**config.mk**
```make
export PLATFORM = sky130hd
export DESIGN_NAME = apb_master_flat
export DESIGN_NICKNAME = d
export VERILOG_FILES = /design/src/rtl/apb_master_if.sv /design/src/rtl/apb_master.sv /design/src/flat_wrapper.sv
export SDC_FILE = /design/constraint.sdc
export NUM_CORES = 1
export LEC_CHECK = 0
export ABC_AREA = 1
export ABC_CLOCK_PERIOD_IN_PS = 1900
export BUFFER_PORTS_ARGS = -buffer_cell sky130_fd_sc_hd__buf_2
export CELL_PAD_IN_SITES_DETAIL_PLACEMENT = 1
export CELL_PAD_IN_SITES_GLOBAL_PLACEMENT = 1
export CORE_MARGIN = 2
export CORE_UTILIZATION = 33
export CTS_CLUSTER_DIAMETER = 60
export CTS_CLUSTER_SIZE = 16
export DETAILED_ROUTE_END_ITERATION = 8
export GPL_TIMING_DRIVEN = 1
export PLACE_DENSITY = 0.79
export SYNTH_ARGS = -nofsm -noshare
export SYNTH_HDL_FRONTEND = slang
export SYNTH_SLANG_ARGS = --single-unit
```
**constraint.sdc**
```tcl
create_clock -name pclk -period 1.9 [get_ports pclk]
set_clock_uncertainty 0.1 [all_clocks]
set_input_delay 0.095 -clock pclk [delete_from_list [all_inputs] [get_ports pclk]]
set_output_delay 0.095 -clock pclk [all_outputs]
set_load 0.02 [all_outputs]
```
**src/rtl/apb_master_if.sv**
```systemverilog
// ---------------------------------------------------------------------------
// apb_master_if
// Groups the command/response port and the APB bus seen by apb_master.
//   cmd_*   : valid/ready command channel from the requesting side
//   rsp_*   : one-cycle response pulse back to the requesting side
//   p*      : APB requester signals (psel/penable/pwrite/paddr/pwdata out,
//             prdata/pready/pslverr in)
// Modports:
//   master : view taken by apb_master
//   slave  : view taken by the environment (command source + APB completer)
// ---------------------------------------------------------------------------
interface apb_master_if #(
    parameter int ADDR_W = 32,
    parameter int DATA_W = 32
);
    logic              cmd_valid;
    logic              cmd_ready;
    logic              cmd_write;
    logic [ADDR_W-1:0] cmd_addr;
    logic [DATA_W-1:0] cmd_wdata;

    logic              rsp_valid;
    logic [DATA_W-1:0] rsp_rdata;
    logic              rsp_slverr;
    logic              rsp_timeout;

    logic              psel;
    logic              penable;
    logic              pwrite;
    logic [ADDR_W-1:0] paddr;
    logic [DATA_W-1:0] pwdata;
    logic [DATA_W-1:0] prdata;
    logic              pready;
    logic              pslverr;

    modport master (
        input  cmd_valid, cmd_write, cmd_addr, cmd_wdata,
        input  prdata, pready, pslverr,
        output cmd_ready,
        output rsp_valid, rsp_rdata, rsp_slverr, rsp_timeout,
        output psel, penable, pwrite, paddr, pwdata
    );

    modport slave (
        output cmd_valid, cmd_write, cmd_addr, cmd_wdata,
        output prdata, pready, pslverr,
        input  cmd_ready,
        input  rsp_valid, rsp_rdata, rsp_slverr, rsp_timeout,
        input  psel, penable, pwrite, paddr, pwdata
    );
endinterface

```
**src/rtl/apb_master.sv**
```systemverilog
// ---------------------------------------------------------------------------
// apb_master
// Single-transfer APB requester. Accepts one read/write command at a time,
// runs SETUP -> ACCESS on the APB bus, waits for pready with a bounded
// wait-state counter and returns a one-cycle response pulse.
// Ports:
//   pclk     : clock, rising edge
//   presetn  : asynchronous active-low reset
//   bus      : apb_master_if.master (command, response and APB signals)
// All outputs are registered except cmd_ready, which is (state == IDLE).
// ---------------------------------------------------------------------------
module apb_master #(
    parameter int ADDR_W  = 32,
    parameter int DATA_W  = 32,
    parameter int TIMEOUT = 16
) (
    input  logic          pclk,
    input  logic          presetn,
    apb_master_if.master  bus
);
    localparam int CNT_W = $clog2(TIMEOUT);
    localparam logic [CNT_W-1:0] CNT_LAST = CNT_W'(TIMEOUT - 1);

    typedef enum logic [1:0] {
        ST_IDLE   = 2'd0,
        ST_SETUP  = 2'd1,
        ST_ACCESS = 2'd2
    } state_t;

    state_t            state_r;
    logic [CNT_W-1:0]  wait_cnt_r;
    logic              psel_r;
    logic              penable_r;
    logic              pwrite_r;
    logic [ADDR_W-1:0] paddr_r;
    logic [DATA_W-1:0] pwdata_r;
    logic              rsp_valid_r;
    logic [DATA_W-1:0] rsp_rdata_r;
    logic              rsp_slverr_r;
    logic              rsp_timeout_r;

    assign bus.cmd_ready   = (state_r == ST_IDLE);
    assign bus.psel        = psel_r;
    assign bus.penable     = penable_r;
    assign bus.pwrite      = pwrite_r;
    assign bus.paddr       = paddr_r;
    assign bus.pwdata      = pwdata_r;
    assign bus.rsp_valid   = rsp_valid_r;
    assign bus.rsp_rdata   = rsp_rdata_r;
    assign bus.rsp_slverr  = rsp_slverr_r;
    assign bus.rsp_timeout = rsp_timeout_r;

    // Transfer FSM: sequences the APB phases and produces the response pulse.
    always_ff @(posedge pclk or negedge presetn) begin
        if (!presetn) begin
            state_r       <= ST_IDLE;
            wait_cnt_r    <= {CNT_W{1'b0}};
            psel_r        <= 1'b0;
            penable_r     <= 1'b0;
            pwrite_r      <= 1'b0;
            paddr_r       <= {ADDR_W{1'b0}};
            pwdata_r      <= {DATA_W{1'b0}};
            rsp_valid_r   <= 1'b0;
            rsp_rdata_r   <= {DATA_W{1'b0}};
            rsp_slverr_r  <= 1'b0;
            rsp_timeout_r <= 1'b0;
        end else begin
            // Response flags are pulses; rsp_rdata holds until overwritten.
            rsp_valid_r   <= 1'b0;
            rsp_slverr_r  <= 1'b0;
            rsp_timeout_r <= 1'b0;

            case (state_r)
                ST_IDLE: begin
                    penable_r <= 1'b0;
                    if (bus.cmd_valid) begin
                        // pwdata is captured for reads too; it is unused on the bus.
                        paddr_r  <= bus.cmd_addr;
                        pwrite_r <= bus.cmd_write;
                        pwdata_r <= bus.cmd_wdata;
                        psel_r   <= 1'b1;
                        state_r  <= ST_SETUP;
                    end else begin
                        psel_r   <= 1'b0;
                    end
                end

                ST_SETUP: begin
                    penable_r  <= 1'b1;
                    wait_cnt_r <= {CNT_W{1'b0}};
                    state_r    <= ST_ACCESS;
                end

                ST_ACCESS: begin
                    // Completion is checked first so a pready on the last
                    // permitted cycle still ends the transfer normally.
                    if (bus.pready) begin
                        rsp_valid_r  <= 1'b1;
                        rsp_rdata_r  <= pwrite_r ? {DATA_W{1'b0}} : bus.prdata;
                        rsp_slverr_r <= bus.pslverr;
                        psel_r       <= 1'b0;
                        penable_r    <= 1'b0;
                        state_r      <= ST_IDLE;
                    end else if (wait_cnt_r == CNT_LAST) begin
                        rsp_valid_r   <= 1'b1;
                        rsp_rdata_r   <= {DATA_W{1'b0}};
                        rsp_slverr_r  <= 1'b1;
                        rsp_timeout_r <= 1'b1;
                        psel_r        <= 1'b0;
                        penable_r     <= 1'b0;
                        state_r       <= ST_IDLE;
                    end else begin
                        wait_cnt_r <= wait_cnt_r + CNT_W'(1);
                    end
                end

                default: begin
                    psel_r    <= 1'b0;
                    penable_r <= 1'b0;
                    state_r   <= ST_IDLE;
                end
            endcase
        end
    end
endmodule

```
**src/flat_wrapper.sv**
```systemverilog
// flat-port wrapper written by rule: the top's interface ports become plain ports
module apb_master_flat 
#(
    parameter int ADDR_W  = 32,
    parameter int DATA_W  = 32,
    parameter int TIMEOUT = 16
)
  (pclk, presetn, bus_cmd_valid, bus_cmd_write, bus_cmd_addr, bus_cmd_wdata, bus_prdata, bus_pready, bus_pslverr, bus_cmd_ready, bus_rsp_valid, bus_rsp_rdata, bus_rsp_slverr, bus_rsp_timeout, bus_psel, bus_penable, bus_pwrite, bus_paddr, bus_pwdata);
  apb_master_if #(.ADDR_W(ADDR_W), .DATA_W(DATA_W)) bus_i ();
  input  logic pclk;
  input  logic presetn;
  input wire logic [$bits(bus_i.cmd_valid)-1:0] bus_cmd_valid;
  input wire logic [$bits(bus_i.cmd_write)-1:0] bus_cmd_write;
  input wire logic [$bits(bus_i.cmd_addr)-1:0] bus_cmd_addr;
  input wire logic [$bits(bus_i.cmd_wdata)-1:0] bus_cmd_wdata;
  input wire logic [$bits(bus_i.prdata)-1:0] bus_prdata;
  input wire logic [$bits(bus_i.pready)-1:0] bus_pready;
  input wire logic [$bits(bus_i.pslverr)-1:0] bus_pslverr;
  output wire logic [$bits(bus_i.cmd_ready)-1:0] bus_cmd_ready;
  output wire logic [$bits(bus_i.rsp_valid)-1:0] bus_rsp_valid;
  output wire logic [$bits(bus_i.rsp_rdata)-1:0] bus_rsp_rdata;
  output wire logic [$bits(bus_i.rsp_slverr)-1:0] bus_rsp_slverr;
  output wire logic [$bits(bus_i.rsp_timeout)-1:0] bus_rsp_timeout;
  output wire logic [$bits(bus_i.psel)-1:0] bus_psel;
  output wire logic [$bits(bus_i.penable)-1:0] bus_penable;
  output wire logic [$bits(bus_i.pwrite)-1:0] bus_pwrite;
  output wire logic [$bits(bus_i.paddr)-1:0] bus_paddr;
  output wire logic [$bits(bus_i.pwdata)-1:0] bus_pwdata;
  assign bus_i.cmd_valid = bus_cmd_valid;
  assign bus_i.cmd_write = bus_cmd_write;
  assign bus_i.cmd_addr = bus_cmd_addr;
  assign bus_i.cmd_wdata = bus_cmd_wdata;
  assign bus_i.prdata = bus_prdata;
  assign bus_i.pready = bus_pready;
  assign bus_i.pslverr = bus_pslverr;
  assign bus_cmd_ready = bus_i.cmd_ready;
  assign bus_rsp_valid = bus_i.rsp_valid;
  assign bus_rsp_rdata = bus_i.rsp_rdata;
  assign bus_rsp_slverr = bus_i.rsp_slverr;
  assign bus_rsp_timeout = bus_i.rsp_timeout;
  assign bus_psel = bus_i.psel;
  assign bus_penable = bus_i.penable;
  assign bus_pwrite = bus_i.pwrite;
  assign bus_paddr = bus_i.paddr;
  assign bus_pwdata = bus_i.pwdata;
  apb_master #(.ADDR_W(ADDR_W), .DATA_W(DATA_W), .TIMEOUT(TIMEOUT)) u_core (.pclk(pclk), .presetn(presetn), .bus(bus_i));
endmodule
```
==> impl_metrics.csv, run 1 <==
group,metric,value,unit
routing,drtIter0Drc,200,
timing,hold_viol_final,0,
pwr,p_leak,3.827,nW
routing,post_drt_via_cell_ratio,4.544,
pwr,p_seq_frac,0.385,
die,pin_count,205,
place,dpl-instance-area,0.005390,sq mm
grt,grtUsageTotal,0.2273,
timing,timing.fmax,0.5901,GHz
final_layout,nets,875,
pwr,max-vdd-ir-drop,0.0007543,V
grt,overflow,0,
synthesis,synth_cell_types,18,
critical_path,timing.rr.start,"u_core.wait_cnt_r[0]",
place,port_buffers,204,
min_path,hold_path.startpoint,"bus_cmd_valid",
pwr,pwr-share-clk,0.170,
grt,grtUsageMet3,0.05973,
min_path,min_path_type,"input pin to flip-flop",
critical_path,cp-start-kind,"flip-flop",
synthesis,synth_seq_cells,108,
timing,setup_violations,0,
pwr,switching_share,0.4384,
final_layout,antenna_cells,0,
die,die_area,0.01370,sq mm
timing,slew_headroom,0.6946,
synthesis,ys_warn_count,0,
clock_network,worstSkewPairLatency,0.34,ns
clock_network,cts_buffers,9,
clock_network,cts_tree,"built",
synthesis,yosys-top-cells-count,"nand2_1 (247), dfrtp_1 (108), inv_1 (39)",
critical_path,path_common_cell,"nand2_1",
critical_path,worstSetupPathType,"flip-flop to flip-flop",
synthesis,syn_area,0.004218,sq mm
timing,finalSetupTns,0,ns
die,start_util,0.3356,
place,dp_hpwl,8999,microns
synthesis,synth.area.top_cells,"dfrtp_1 (64%), nand2_1 (22%), o21ai_1 (3.6%)",
synthesis,synth_fp_nets,570,
die,core,0.01257,sq mm
clock_network,htreeDepth,3,
grt,grt_antenna_before_repair,0,
critical_path,worstSetupStartpoint,"u_core.wait_cnt_r[0]",
critical_path,path_max_fanout,34,
pwr,p_per_area,1552,mW/mm^2
run,cap_viol_max_count,0,
grt,grt_max_degree,52,
pwr,p_int,5.816,mW
critical_path,crit_arrival,1.85,ns
grt,grt_pass1_wl,23900,microns
grt,grt-busiest-layer,"met2",
routing,drc,0,
critical_path,path_cells,"ha_1, nand3_1, nand2_1, nand2_2, buf_4, nand2_1, o21ai_1",
final_layout,finalInstanceArea,0.006671,sq mm
timing,rsz0062_at_grt,"false",
final_layout,final_cells,948,
pwr,p_sw,4.540,mW
clock_network,clkSinkCount,108,
clock_network,postCtsSetupBuffers,0,
clock_network,cts_resized,0,
timing,drv_slew,0,
clock_network,cts.clk_slew.worst_paths,0.07,ns
die,die_w,117.1,microns
die,rows,41,
timing,worstMarginPinSlew,0.4581,ns
synthesis,synth_area_leader_cell,"dfrtp_1",
final_layout,syn2layout_area_growth,58.17,%
critical_path,critPathMaxStageDelay,0.43,ns
synthesis,async_flop_share,1.000,
pwr,p_comb_frac,0.445,
routing,drtAntennaViolNets,0,
synthesis,synth_top_flop_cell,"dfrtp_1",
place,place_inst,832,
critical_path,worst_path_max_delay_cell,"dfrtp_1",
routing,dr_total_vias,4308,
synthesis,netlist.area_leader.share,0.6408,
final_layout,filler_cell_count,1501,
timing,fin_crit_sh,0.8919,
critical_path,cp.required,2.06,ns
routing,wl_per_cell,16.33,microns
synthesis,synth_edf_count,0,
synthesis,synth.most_common_cell,"nand2_1",
grt,grt_pass1_vias,4814,
synthesis,ys_seq_area_frac,0.6408,
run_status,outcome,"finished, final reports clean",
synthesis,postSynthAreaPerCell,9.032,sq um
clock_network,ctsHoldBuffers,101,
timing,fin_crit,1.695,ns
synthesis,synth_cells,467,
die,die_height,117.1,microns
grt,use_met2,0.4193,
clock_network,root_buffer,"clkbuf_16",
critical_path,cp-end-kind,"flip-flop",
routing,routed_wirelength,15490,microns
clock_network,clk_path_buf_depth,2,
final_layout,multi_input_area,0.001202,sq mm
final_layout,final_layout_size_suffix_gt1_frac,0.3003,
place,place.gp.congestion,0.7847,
grt,use_met1,0.2416,
routing,detail_route.first_pass.iterations,4,
pwr,power,10.36,mW
final_layout,ff_latch_area,0.002703,sq mm
==> worst max-delay path: cells and delay by family, from the launching register on <==
family                   cells  cell delay [ns]
buffers and inverters        1             0.32
adder cells (fa/ha/maj)      1             0.25
AND/OR/NAND/NOR              4             0.38
AO/OA/AOI/OAI                1             0.13
flip-flops                   1             0.43
==> kinds of logic after synthesis <==
kind of cell	after synthesis	synth area share
simple gates	265	0.2441
flops	108	0.6408
buf+inv	61	0.07416
compound gates	32	0.03797
fa+ha+maj	1	0.002966
==> stage by stage <==
step,util,hold WS [ns],setup slack (ns)
finish,0.5308,0.06692,0.2055
global route,0.5308,0.1048,0.06971
CTS,0.5308,0.06123,0.2339
detailed placement,0.4289,-0.02565,0.2575
global placement,0.4289,-0.03081,0.3518
floorplan,-,-0.3006,0.4618
==> placed cells by master, fill, tap and decap left out, drive strengths merged <==
master,instances
dlygate4sd3,101
buf,213
nor2,6
ha,1
o21ai,32
clkinv,2
nand3,7
clkbuf,13
nor3,1
nand4,1
nand2,249
inv,41
nand3b,1
dfrtp,108
==> path summary, 6_finish.rpt <==
path,end,slack (ns),cells after the start
hold reg to reg,u_core.bus.pwdata[7],0.37,2
setup reg to reg,u_core.bus.rsp_rdata[22],0.21,7
max in group asynchronous,u_core.bus.pwdata[28],0.92,3
min in group asynchronous,u_core.bus.rsp_rdata[19],0.14,2
setup / recovery,u_core.bus.rsp_rdata[22],0.21,7
hold / removal,u_core.state_r[0],0.07,3
==> registers in the layout, indices dropped and copies added (netlist names), 2 cells and up <==
name and cells:
u_core.bus.paddr 32, u_core.state_r 2, u_core.bus.rsp_rdata 32, u_core.wait_cnt_r 4
u_core.bus.pwdata 32
==> cell type report <==
type,instances,share of cell area
Sequential cell,108,0.4051
Timing Repair Buffer,314,0.3188
Multi-Input combinational cell,298,0.1802
Clock buffer,13,0.03901
Tap cell,172,0.03226
Inverter,41,0.02307
Clock inverter,2,0.001500
==> power groups by stage <==
| stage | registers (mW) | logic (mW) | clock network [mW] |
|---|---|---|---|
| finish | 3.98 | 4.61 | 1.76 |
| global route | 4.10 | 5.03 | 1.91 |
| CTS | 3.94 | 4.53 | 1.82 |
| detailed placement | 3.96 | 4.36 | 0 |
| global placement | 3.91 | 4.21 | 0 |
| floorplan | 5.19 | 1.47 | 0 |
==> routing by layer <==
| layer | wire length [microns] | vias to the layer above |
|---|---|---|
| met5 | 0 | - |
| li1 | - | 2013 |
| met2 | 7977 | 167 |
| met3 | 1091 | 37 |
| met4 | 497 | 0 |
| met1 | 5919 | 2091 |
No activity file was read; power rests on OpenSTA's default activity.
==> run 2: changes to the inputs <==
--- a/config.mk
+++ b/config.mk
@@ -6,11 +6,11 @@
 export NUM_CORES = 1
 export LEC_CHECK = 0
 export ABC_AREA = 1
-export ABC_CLOCK_PERIOD_IN_PS = 1900
+export ABC_CLOCK_PERIOD_IN_PS = 1800
 export BUFFER_PORTS_ARGS = -buffer_cell sky130_fd_sc_hd__buf_2
 export CELL_PAD_IN_SITES_DETAIL_PLACEMENT = 1
 export CELL_PAD_IN_SITES_GLOBAL_PLACEMENT = 1
-export CORE_MARGIN = 2
+export CORE_MARGIN = 5
 export CORE_UTILIZATION = 33
 export CTS_CLUSTER_DIAMETER = 60
 export CTS_CLUSTER_SIZE = 16
==> constraint.sdc (replaced) <==
create_clock -name pclk -period 1.8 [get_ports pclk]
set_clock_uncertainty 0.1 [all_clocks]
set_input_delay 0.09 -clock pclk [delete_from_list [all_inputs] [get_ports pclk]]
set_output_delay 0.09 -clock pclk [all_outputs]
set_load 0.02 [all_outputs]
==> run 2 against run 1 <==
Effect of this change:
- count of clock-buffer cells in the layout decreased by 1
- register-to-register slack improved by 0.02 ns
- critical path depth unchanged
- critical path type unchanged
- critical endpoint is now u_core.bus.rsp_rdata[2]
- largest cell class unchanged
==> impl_metrics.csv, run 2 (synthesis gave the netlist of run 1 again) <==
group,metric,value,unit
routing,drtAntennaViolNets,0,
grt,use_met2,0.3775,
place,place.gp.congestion,0.7364,
clock_network,postCtsSetupBuffers,0,
pwr,max-vdd-ir-drop,0.0006909,V
clock_network,cts_tree,"built",
timing,slew_headroom,0.6091,
clock_network,ctsHoldBuffers,100,
final_layout,fin_util,0.5301,
die,die_area,0.01514,sq mm
critical_path,timing.rr.start,"u_core.wait_cnt_r[0]",
grt,use_met1,0.2313,
routing,routed_wirelength,15770,microns
place,dp_hpwl,9308,microns
timing,hold_viol_final,0,
routing,detail_route.first_pass.iterations,4,
place,dp_slack,0.3056,ns
timing,setup_violations,0,
clock_network,htreeDepth,3,
timing,worstMarginPinSlew,0.5863,ns
routing,post_drt_via_cell_ratio,4.504,
timing,fin_crit,1.578,ns
grt,grtUsageMet3,0.06542,
clock_network,clkSinkCount,108,
final_layout,final_common_cell,"nand2_1",
min_path,hold_path.startpoint,"bus_cmd_valid",
final_layout,nets,871,
grt,grt_pass1_vias,4741,
critical_path,worstSetupPathType,"flip-flop to flip-flop",
critical_path,path_max_fanout,34,
clock_network,worstSkewPairLatency,0.34,ns
grt,grt_pass1_wl,24670,microns
final_layout,final_cell_mix,"nand2_1 (247), buf_2 (203), dfrtp_1 (108)",
place,dpl-instance-area,0.005380,sq mm
critical_path,crit_arrival,1.72,ns
grt,overflow,0,
run,cap_viol_max_count,0,
grt,grt-busiest-layer,"met2",
routing,drc,0,
clock_network,cts_resized,0,
critical_path,r2r_setup_slack,0.22,ns
final_layout,syn2layout_area_growth,57.97,%
timing,hold_slack,0.03444,ns
clock_network,clk_path_buf_depth,2,
critical_path,cp-end-kind,"flip-flop",
die,core,0.01257,sq mm
grt,grt_antenna_before_repair,1,
timing,timing.fmax,0.6336,GHz
die,start_util,0.3356,
final_layout,finalInstanceArea,0.006663,sq mm
critical_path,r2r_cells,7,
clock_network,cts_buffers,9,
die,rows,41,
die,die_height,123.1,microns
critical_path,rr_endpoint,"u_core.bus.rsp_rdata[2]",
routing,dr_total_vias,4256,
pwr,p_per_area,1644,mW/mm^2
timing,drv_slew,0,
die,die_w,123.1,microns
die,pin_count,205,
grt,grt_max_degree,109,
min_path,hold_end,"u_core.bus.paddr[3]",
place,port_buffers,204,
grt,grtUsageTotal,0.2109,
critical_path,cp-start-kind,"flip-flop",
routing,drtIter0Drc,218,
timing,fin_crit_sh,0.8768,
clock_network,cts.clk_slew.worst_paths,0.07,ns
critical_path,cp.required,1.94,ns
min_path,min_delay_path_depth,5,
timing,rsz0062_at_grt,"false",
pwr,p_leak,3.817,nW
final_layout,final_layout_size_suffix_gt1_frac,0.2996,
routing,wl_per_cell,16.69,microns
timing,fin_ws,0.2218,ns
run_status,outcome,"finished, final reports clean",
timing,finalSetupTns,0,ns
min_path,min_path_type,"input pin to flip-flop",
clock_network,root_buffer,"clkbuf_16",
## run 2: worst max path at each step
stage                     cells past startpoint                 endpoint                  from
after CTS                                     7  u_core.bus.rsp_rdata[2]  u_core.wait_cnt_r[0]
after floorplan                               6        u_core.bus.pwrite     u_core.state_r[0]
after detailed placement                      7  u_core.bus.rsp_rdata[2]  u_core.wait_cnt_r[0]
after global placement                        6     u_core.bus.paddr[12]     u_core.state_r[0]
after global routing                          7  u_core.bus.rsp_rdata[2]  u_core.wait_cnt_r[0]
final                                         7  u_core.bus.rsp_rdata[2]  u_core.wait_cnt_r[0]
## run 2: worst max-delay path, cell delays in order, from the launching register on
cell and delay [ns]:
dfrtp_1 0.43, ha_1 0.25, nand3_1 0.13, nand2_1 0.07, nand2_2 0.08, buf_12 0.19
nand2_1 0.08, o21ai_1 0.14
## run 2: report_power, final
| part | switching [mW] | internal, mW |
|---|---|---|
| sequential | 0.682 | 3.54 |
| clock | 0.850 | 1.03 |
| combinational | 3.25 | 1.60 |
| total | 4.78 | 6.17 |
## run 2: cell type report
cell class | instances | area [sq um]
Fill cell | 1499 | 5906
Sequential cell | 108 | 2703
Timing Repair Buffer | 310 | 2107
Multi-Input combinational cell | 298 | 1202
Clock buffer | 12 | 266.5
Tap cell | 172 | 215.2
Inverter | 41 | 153.9
Clock inverter | 2 | 10.01
Antenna cell | 2 | 5.005
## run 2: layer usage
layer  up-vias  wire length [microns]
li1       2002                      -
met4         0                    417
met3        28                   1434
met5         -                      0
met2       172                   7919
met1      2054                   6001
## run 2: metrics by stage
stage,total power [mW],instances
finish,10.95,945
detailed placement,8.841,829
global placement,8.632,829
CTS,10.93,943
global route,11.67,944
floorplan,7.026,467
